<file path="src/rtl/mem_access.sv">
// Memory stage of the five-stage pipeline (EX/MEM boundary register).
// Passes ALU and HI/LO results to writeback. For loads and stores it runs a
// req/ack handshake with data memory, builds byte strobes and replicated store
// data, and extends load data. Holds upstream via stall_req while an access is
// outstanding and flags misaligned addresses.
// Ports:
//   clk, rstn                 clock, async active-low reset
//   stall                     downstream freeze of wb_*/exc_* registers
//   in_valid .. whilo_in      execute-stage results and control
//   data_*                    data memory handshake
//   stall_req                 hold upstream stages
//   wb_*                      registered results to writeback
//   exc_adel/ades/badvaddr    address-error flags and faulting address
module mem_access #(
    parameter int unsigned ADDR_W = 32,
    parameter int unsigned DATA_W = 32
) (
    input  logic              clk,
    input  logic              rstn,
    input  logic              stall,
    input  logic              in_valid,
    input  logic [ADDR_W-1:0] alu_result,
    input  logic [DATA_W-1:0] store_data,
    input  logic [4:0]        write_reg,
    input  logic              reg_write_in,
    input  logic              mem_to_reg_in,
    input  logic              mem_read_in,
    input  logic              mem_write_in,
    input  logic [1:0]        mem_size,
    input  logic              mem_sign,
    input  logic [DATA_W-1:0] hi_in,
    input  logic [DATA_W-1:0] lo_in,
    input  logic              whilo_in,
    output logic              data_req,
    output logic              data_wr,
    output logic [ADDR_W-1:0] data_addr,
    output logic [3:0]        data_wstrb,
    output logic [DATA_W-1:0] data_wdata,
    input  logic              data_ack,
    input  logic [DATA_W-1:0] data_rdata,
    output logic              stall_req,
    output logic              wb_valid,
    output logic [DATA_W-1:0] wb_data,
    output logic [4:0]        wb_waddr,
    output logic              wb_we,
    output logic [DATA_W-1:0] wb_hi,
    output logic [DATA_W-1:0] wb_lo,
    output logic              wb_whilo,
    output logic              exc_adel,
    output logic              exc_ades,
    output logic [ADDR_W-1:0] exc_badvaddr
);

    typedef enum logic [1:0] {StIdle, StAccess, StDone} state_e;

    state_e state_q, state_d;

    // Access registers latched on accept
    logic [ADDR_W-1:0] addr_q, addr_d;
    logic [1:0]        size_q, size_d;
    logic              sign_q, sign_d, wr_q, wr_d, mtr_q, mtr_d, we_q, we_d;
    logic [4:0]        waddr_q, waddr_d;
    logic [3:0]        strb_q, strb_d;
    logic [DATA_W-1:0] wdata_q, wdata_d, hi_q, hi_d, lo_q, lo_d, ldbuf_q, ldbuf_d;
    logic              whilo_q, whilo_d;

    // Writeback / exception registers
    logic              wb_valid_d, wb_we_d, wb_whilo_d, exc_adel_d, exc_ades_d;
    logic [DATA_W-1:0] wb_data_d, wb_hi_d, wb_lo_d;
    logic [4:0]        wb_waddr_d;
    logic [ADDR_W-1:0] exc_badvaddr_d;

    logic              is_mem, aligned, accept;
    logic [3:0]        strb_in;
    logic [DATA_W-1:0] wdata_in, ld_val, mem_result;

    function automatic logic [31:0] load_ext(input logic [31:0] rd, input logic [1:0] a,
                                             input logic [1:0] sz, input logic sgn);
        logic [7:0]  b;
        logic [15:0] h;
        b = rd[8*a +: 8];
        h = a[1] ? rd[31:16] : rd[15:0];
        unique case (sz)
            2'b00:   load_ext = {{24{sgn & b[7]}}, b};
            2'b01:   load_ext = {{16{sgn & h[15]}}, h};
            default: load_ext = rd;
        endcase
    endfunction

    always_comb begin
        is_mem = mem_read_in | mem_write_in;
        unique case (mem_size)
            2'b00:   aligned = 1'b1;
            2'b01:   aligned = ~alu_result[0];
            default: aligned = (alu_result[1:0] == 2'b00);
        endcase
        accept = in_valid & is_mem & aligned;
        unique case (mem_size)
            2'b00: begin
                strb_in  = 4'b0001 << alu_result[1:0];
                wdata_in = {4{store_data[7:0]}};
            end
            2'b01: begin
                strb_in  = alu_result[1] ? 4'b1100 : 4'b0011;
                wdata_in = {2{store_data[15:0]}};
            end
            default: begin
                strb_in  = 4'b1111;
                wdata_in = store_data;
            end
        endcase
        if (!mem_write_in) strb_in = 4'b0000;
        ld_val     = load_ext(data_rdata, addr_q[1:0], size_q, sign_q);
        // Stores never have mem_to_reg set, so they fall through to the address.
        mem_result = mtr_q ? ld_val : addr_q;
    end

    always_comb begin
        state_d = state_q;
        addr_d = addr_q; size_d = size_q; sign_d = sign_q; wr_d = wr_q; mtr_d = mtr_q;
        we_d = we_q; waddr_d = waddr_q; strb_d = strb_q; wdata_d = wdata_q;
        hi_d = hi_q; lo_d = lo_q; whilo_d = whilo_q; ldbuf_d = ldbuf_q;
        wb_valid_d = wb_valid; wb_data_d = wb_data; wb_waddr_d = wb_waddr; wb_we_d = wb_we;
        wb_hi_d = wb_hi; wb_lo_d = wb_lo; wb_whilo_d = wb_whilo;
        exc_adel_d = exc_adel; exc_ades_d = exc_ades; exc_badvaddr_d = exc_badvaddr;

        unique case (state_q)
            StIdle: begin
                if (accept) begin
                    state_d = StAccess;
                    addr_d = alu_result; size_d = mem_size; sign_d = mem_sign;
                    wr_d = mem_write_in; mtr_d = mem_to_reg_in; we_d = reg_write_in;
                    waddr_d = write_reg; strb_d = strb_in; wdata_d = wdata_in;
                    hi_d = hi_in; lo_d = lo_in; whilo_d = whilo_in;
                end
                if (!stall) begin
                    if (accept) begin
                        // Bubble while the access is in flight
                        wb_valid_d = 1'b0; wb_we_d = 1'b0; wb_whilo_d = 1'b0;
                        exc_adel_d = 1'b0; exc_ades_d = 1'b0;
                    end else begin
                        wb_valid_d = in_valid; wb_data_d = alu_result; wb_waddr_d = write_reg;
                        wb_hi_d = hi_in; wb_lo_d = lo_in;
                        wb_we_d = reg_write_in & in_valid;
                        wb_whilo_d = whilo_in & in_valid;
                        exc_adel_d = 1'b0; exc_ades_d = 1'b0; exc_badvaddr_d = '0;
                        if (in_valid && is_mem) begin
                            // Misaligned: address error instead of an access
                            wb_we_d = 1'b0; wb_whilo_d = 1'b0;
                            exc_adel_d = mem_read_in & ~mem_write_in;
                            exc_ades_d = mem_write_in;
                            exc_badvaddr_d = alu_result;
                        end
                    end
                end
            end
            StAccess: begin
                if (data_ack) begin
                    if (stall) begin
                        state_d = StDone;
                        ldbuf_d = mem_result;
                    end else begin
                        state_d = StIdle;
                        wb_valid_d = 1'b1; wb_data_d = mem_result; wb_waddr_d = waddr_q;
                        wb_we_d = we_q & ~wr_q; wb_hi_d = hi_q; wb_lo_d = lo_q;
                        wb_whilo_d = whilo_q; exc_adel_d = 1'b0; exc_ades_d = 1'b0;
                        exc_badvaddr_d = '0;
                    end
                end else if (!stall) begin
                    wb_valid_d = 1'b0; wb_we_d = 1'b0; wb_whilo_d = 1'b0;
                    exc_adel_d = 1'b0; exc_ades_d = 1'b0;
                end
            end
            StDone: begin
                if (!stall) begin
                    state_d = StIdle;
                    wb_valid_d = 1'b1; wb_data_d = ldbuf_q; wb_waddr_d = waddr_q;
                    wb_we_d = we_q & ~wr_q; wb_hi_d = hi_q; wb_lo_d = lo_q;
                    wb_whilo_d = whilo_q; exc_adel_d = 1'b0; exc_ades_d = 1'b0;
                    exc_badvaddr_d = '0;
                end
            end
            default: state_d = StIdle;
        endcase
    end

    always_ff @(posedge clk or negedge rstn) begin
        if (!rstn) begin
            state_q <= StIdle;
            addr_q <= '0; size_q <= '0; sign_q <= 1'b0; wr_q <= 1'b0; mtr_q <= 1'b0;
            we_q <= 1'b0; waddr_q <= '0; strb_q <= '0; wdata_q <= '0;
            hi_q <= '0; lo_q <= '0; whilo_q <= 1'b0; ldbuf_q <= '0;
            wb_valid <= 1'b0; wb_data <= '0; wb_waddr <= '0; wb_we <= 1'b0;
            wb_hi <= '0; wb_lo <= '0; wb_whilo <= 1'b0;
            exc_adel <= 1'b0; exc_ades <= 1'b0; exc_badvaddr <= '0;
        end else begin
            state_q <= state_d;
            addr_q <= addr_d; size_q <= size_d; sign_q <= sign_d; wr_q <= wr_d; mtr_q <= mtr_d;
            we_q <= we_d; waddr_q <= waddr_d; strb_q <= strb_d; wdata_q <= wdata_d;
            hi_q <= hi_d; lo_q <= lo_d; whilo_q <= whilo_d; ldbuf_q <= ldbuf_d;
            wb_valid <= wb_valid_d; wb_data <= wb_data_d; wb_waddr <= wb_waddr_d;
            wb_we <= wb_we_d; wb_hi <= wb_hi_d; wb_lo <= wb_lo_d; wb_whilo <= wb_whilo_d;
            exc_adel <= exc_adel_d; exc_ades <= exc_ades_d; exc_badvaddr <= exc_badvaddr_d;
        end
    end

    assign data_req   = (state_q == StAccess);
    assign data_wr    = wr_q;
    assign data_addr  = {addr_q[ADDR_W-1:2], 2'b00};
    assign data_wstrb = strb_q;
    assign data_wdata = wdata_q;
    assign stall_req  = ((state_q == StIdle) & accept) |
                        ((state_q == StAccess) & ~data_ack) |
                        (state_q == StDone);

endmodule
</file>
<file path="config.mk">
export PLATFORM = sky130hd
export DESIGN_NAME = mem_access
export DESIGN_NICKNAME = d
export VERILOG_FILES = /design/src/rtl/mem_access.sv
export SDC_FILE = /design/constraint.sdc
export NUM_CORES = 1
export LEC_CHECK = 0
export BUFFER_PORTS_ARGS = -buffer_cell sky130_fd_sc_hd__buf_2
export CORE_MARGIN = 2
export CORE_UTILIZATION = 35
export DETAILED_ROUTE_END_ITERATION = 8
export PLACE_DENSITY = 0.55
export SKIP_CTS_REPAIR_TIMING = 1
export SLEW_MARGIN = 20
export SYNTH_ARGS = -nofsm -noshare
export SYNTH_HDL_FRONTEND = slang
export SYNTH_SLANG_ARGS = --single-unit
</file>
<file path="constraint.sdc">
create_clock -name clk -period 2 [get_ports clk]
set_input_delay 0 -clock clk [delete_from_list [all_inputs] [get_ports clk]]
set_output_delay 0 -clock clk [all_outputs]
set_load 0.02 [all_outputs]
</file>
=== Word-level counts from Yosys, hierarchy flattened ===
Cells that the tools add are included.

* Flip-flop bits (word level): 316
* Input bits: 178
* Logic and storage cells: 136

* Equal/unequal tests: 12
* Shift-type cells: 2
* Multiplexer cells: 66
* Bitwise operators: 17
* Reductions and logical operators: 15

{| class="wikitable"
|+ Operators with widths
! operator !! number
|-
| two-way mux 32 bit || 19
|-
| case mux 32 bit (3 select lines) || 4
|-
| case mux 32 bit (2 select lines) || 2
|-
| indexed part select 32 x 6 -> 8 bit || 1
|-
| two-way mux 1 bit || 21
|-
| two-way mux 5 bit || 4
|-
| two-way mux 16 bit || 1
|-
| case mux 5 bit (3 select lines) || 1
|-
| != test 2 bit, second input constant || 6
|-
| AND reduction 3 bit || 4
|-
| bitwise AND 1 bit || 10
|-
| case mux 1 bit (3 select lines) || 3
|-
| zero test 2 bit || 4
|-
| two-way mux 2 bit || 4
|-
| two-way mux 4 bit || 2
|-
| case mux 4 bit (2 select lines) || 1
|-
| == test 2 x 1 -> 1 bit, second input constant || 3
|-
| case mux 1 bit (2 select lines) || 3
|-
| case mux 2 bit (3 select lines) || 1
|-
| AND reduction 6 bit || 1
|-
| inverter 1 bit || 4
|-
| AND reduction 4 bit || 1
|-
| << shifter 1 x 2 -> 4 bit, first input constant || 1
|-
| != test 3 x 2 -> 1 bit, second input constant || 1
|-
| 8 further kinds || 10
|}

=== Depth between registers and ports, before layout ===
* Depth in word-level cells: 7
* Mapped depth: 10
* Mapped depth without buffers: 7

=== Worst setup path after synthesis ===
No wires, ideal clock.

* Kind: reg-to-reg
* From: register state_q[1]
* To: register wb_data[21]
* Library setup time: 0.094 ns
* Data arrival time: 2.074 ns
* Data required time: 1.906 ns
* Path slack: -0.168 ns
* Cell stages (with the launch flop): 10
* Clock period less this slack: 2.168 ns
* Path through: dfrtp_1 -> inv_1 -> ha_1 -> clkbuf_1 -> inv_1 -> a21oi_1 -> and4bb_2 -> clkbuf_1 -> a21boi_0 -> a211oi_1

* Word-level cells in the longest chain between the ends: 3
* Elaborated cells between the ends (all ways): 11
* Classes of those cells: eq/ne (7); mux (1); reduce/logical (3)

{| class="wikitable"
|+ Ends and longest elaborated chain
! what !! RTL line !! source
|-
| from (decl) || 56 || <nowiki>state_e state_q, state_d;</nowiki>
|-
| from (signal assigned) || 189 || <nowiki>state_q <= StIdle;</nowiki>
|-
| from (signal assigned) || 197 || <nowiki>state_q <= state_d;</nowiki>
|-
| == test 2 x 1 -> 1 bit * || - ||
|-
| via data_req || 34 || <nowiki>output logic data_req,</nowiki>
|-
| != test 2 x 1 -> 1 bit (no line), or another cell as far along || - ||
|-
| AND reduction 6 bit (no line) || - ||
|-
| to (signal assigned) || 201 || <nowiki>wb_valid <= wb_valid_d; wb_data <= wb_data_d; wb_waddr <= wb_waddr_d;</nowiki>
|-
| to (decl) || 43 || <nowiki>output logic [DATA_W-1:0] wb_data,</nowiki>
|}

The timed path passes the listed nets; every way through them passes the cells marked *.
A chain may end at the register's enable or synchronous reset.

=== Worst setup path in the final report ===
* From: register state_q[0]
* To: register wb_data[22]

* Word-level cells in the longest chain between the ends: 3
* Elaborated cells between the ends (all ways): 11
* Classes of those cells: eq/ne (7); mux (1); reduce/logical (3)

{| class="wikitable"
|+ Ends and longest elaborated chain
! what !! RTL line !! source
|-
| == test 2 x 1 -> 1 bit, or another cell as far along || 127 || <nowiki>unique case (state_q)</nowiki>
|-
| != test 2 x 1 -> 1 bit (no line), or another cell as far along || - ||
|-
| AND reduction 6 bit (no line) || - ||
|}

Parallel ways exist; a longest one is shown, timed or not.

==> qor.yml <==
floorplan:
  die-area_mm2: 0.0443
  core_area_mm2: 0.0420
  dieWidth_um: 211
  rows: 75
  io_pins: 387
  die_y_um: 211
  initial_core_util: 0.355
critical_path:
  cp-start-kind: "register"
  crit_type: "register to register"
  worstPathMaxFanout: 15
  cp-end-kind: "register"
  reg2regPathDepth: 10
  rr_endpoint: "wb_data[22]"
  crit_arrival_ps: 2430
  cp.required_ps: 2470
  reg2reg_slack_ps: 40
  r2r_start: "state_q[0]"
global_route:
  antenna_found_initial: 4
  grt_max_degree: 77
  grt_pass1_vias: 12000
  track_usage: 0.209
  grt_pass1_wl_um: 71500
  gr-total-overflow: 0
min_path:
  hold_end: "ldbuf_q[24]"
  hold_path_depth: 5
  hold_path_class: "input port to register"
  holdCritStartpoint: "data_rdata[24]"
synth:
  synth_area_mm2: 0.0149
  netlist.area_leader.share: 0.530
  synth_area_per_cell_um2: 10.2
  synth-edff-count: 0
  ys.flop_type: "dfrtp_1"
  ys_seq_elements: 316
  synth.area.top_cells: "dfrtp_1 53%, mux2_2 9.8%, o21ai_0 7.1%"
  synth_cell_types: 50
  yosysWarnings: 0
  seq_area_frac_synth: 0.530
  async_flop_share: 1.00
  yosys.area.top_type: "dfrtp_1"
  netlist_instances: 1457
layout:
  drive_gt1_frac: 0.328
  seq_area_mm2: 0.00791
  finalInstanceArea_mm2: 0.0207
  nets: 2160
  fill_cells: 3903
  multi_input_area_mm2: 0.00638
  final_cells: 2544
  syn_to_final_growth_pct: 38.9
clock_tree:
  ctsRootBufferMaster: "clkbuf_16"
  insertion_delay_ps: 560
  cts_tree: "yes"
  cts_buffer_depth: 3
  path_clk_slew_ps: 60
  clkSinkCount: 316
  cts-buffers-inserted: 39
  cts_htree_levels: 2
status:
  status: "complete, but fails checks"
  violations: "hold timing"
sta:
  worstMarginPinSlew_ps: 514
  skew_ps: 18.6
  hold_violations: 13
  finalCriticalPeriod_ps: 1960
  grt_setup_unrepaired: "true"
  fin_crit_sh: 0.982
  whs_ps: -46.8
  setup_viol: 0
  maxSlewViolCount: 0
  max-slew-margin-rel: 0.658
  fmax_ghz: 0.509
route:
  drt_first_pass_iters: 5
  drtIter0Drc: 949
  viasPerCell: 5.07
  drc_errors: 0
  via_count: 12900
  routedWlPerCell_um: 19.2
  ant_nets: 0
  totalWireLength_um: 48900
power:
  p_leak_uw: 0.00961
  ir_drop_v: 0.000894
  power.density_mw_per_mm2: 1660
placement:
  place_area_mm2: 0.0176
  place_congestion: 0.838
  dp_hpwl_um: 33200
  placed_cells: 2296
  portBuffers: 384
flow_run:
  drv_cap: 0
[per-stage QoR]
stage / utilization / setup WS [ps] / power, uW / hold slack (ps) / TNS, ps
2_1_floorplan: - / 4.72 / 21700 / -296 / 0
3_3_place_gp: 0.419 / 72.8 / 26800 / -130 / 0
3_5_place_dp: 0.419 / 9.30 / 27100 / -124 / 0
4_1_cts: 0.448 / -109 / 34100 / -734 / -109
5_1_grt: 0.493 / -12.6 / 36800 / 0.0145 / -23.9
6_report: 0.493 / 36.4 / 34400 / -46.8 / 0
[cell type report]
class	count	area share
sequential	316	0.381
multi-input combinational	992	0.308
timing repair buffer	621	0.218
clock buffer	54	0.0542
tap	539	0.0325
clock inverter	11	0.00459
inverter	8	0.00145
antenna	3	0.000362
[how the worst max path moves through the flow]
| stage | start | endpoint | slack [ps] | depth (start not counted) |
|---|---|---|---|---|
| floorplan | addr_q[1] | ldbuf_q[10] | 5 | 5 |
| global placement | state_q[1] | wb_data[30] | 70 | 7 |
| detailed placement | state_q[1] | wb_data[31] | 9 | 7 |
| CTS | state_q[1] | stall_req | -110 | 7 |
| global route | state_q[0] | wb_data[22] | -10 | 10 |
| finish | state_q[0] | wb_data[22] | 40 | 10 |
[power breakdown]
group	internal [uW]	switching, uW	total, uW
registers	9600	1940	11500
logic	6460	9520	16000
clock network	4040	2820	6850
total	20100	14300	34400
[cells in the mapped netlist, drive strengths merged (2+ instances only)]
library cell and n:
nand3b 3, buf 64, o21ai 215, nand4 6, a41oi 6, dfrtp 316
a311oi 3, nand2 274, o211ai 24, mux2i 100, or3 6, nor3 17
o22ai 14, a21o 2, a21boi 17, a21oi 22, nand2b 4, and2 16
nor2b 9, inv 8, nand3 6, a31oi 24, o21a 2, o211a 2
o22a 2, a211oi 16, ha 4, nor3b 2, nor2 54, mux2 130
clkbuf 78
[state kept, by name, summed over array words and instances, names as in the netlist, 2 cells and up]
register and flops:
state_q 2, exc_badvaddr 32, wb_data 32, hi_q 32, data_wstrb 4, waddr_q 5, data_wdata 32, size_q 2
wb_waddr 5, ldbuf_q 32, wb_lo 32, wb_hi 32, addr_q 32, lo_q 32
[worst max-delay path, stage by stage (launching register included)]
cell and delay [ps]:
dfrtp_1 390, buf_4 150, ha_4 160, inv_1 120, a21oi_2 90, buf_4 140
nor3b_4 230, buf_12 170, clkbuf_16 180, nor2_1 50, a211oi_1 200
[layer usage]
metal  share of wire  vias up  GRT usage
li1                -     6114          -
met1            0.42     6301      0.266
met2            0.48      401      0.335
met3           0.079       70     0.0706
met4           0.022        2     0.0675
met5         0.00022        -          0
[kinds of logic (layout without fill, tap and decap cells)]
group,count (synthesis),in the layout,share of synthesized area
adders and majority gates,4,4,0.00335
AOI/OAI and AO/OA,355,355,0.139
other,1,5,0.000251
buffers and inverters,150,694,0.0485
DFF,316,316,0.530
muxes,231,231,0.167
and+or+nand+nor,400,400,0.113
[cells in the final DEF (no fill, tap or decap), types with 34 or more instances in the layout]
cell and count:
mux2_2 130, mux2i_1 100, buf_4 34, o21ai_0 208
dlygate4sd3_1 174, nor2_1 53, buf_2 382, dfrtp_1 314
nand2_1 273, clkbuf_16 43
(Power assumes the default switching activity.)
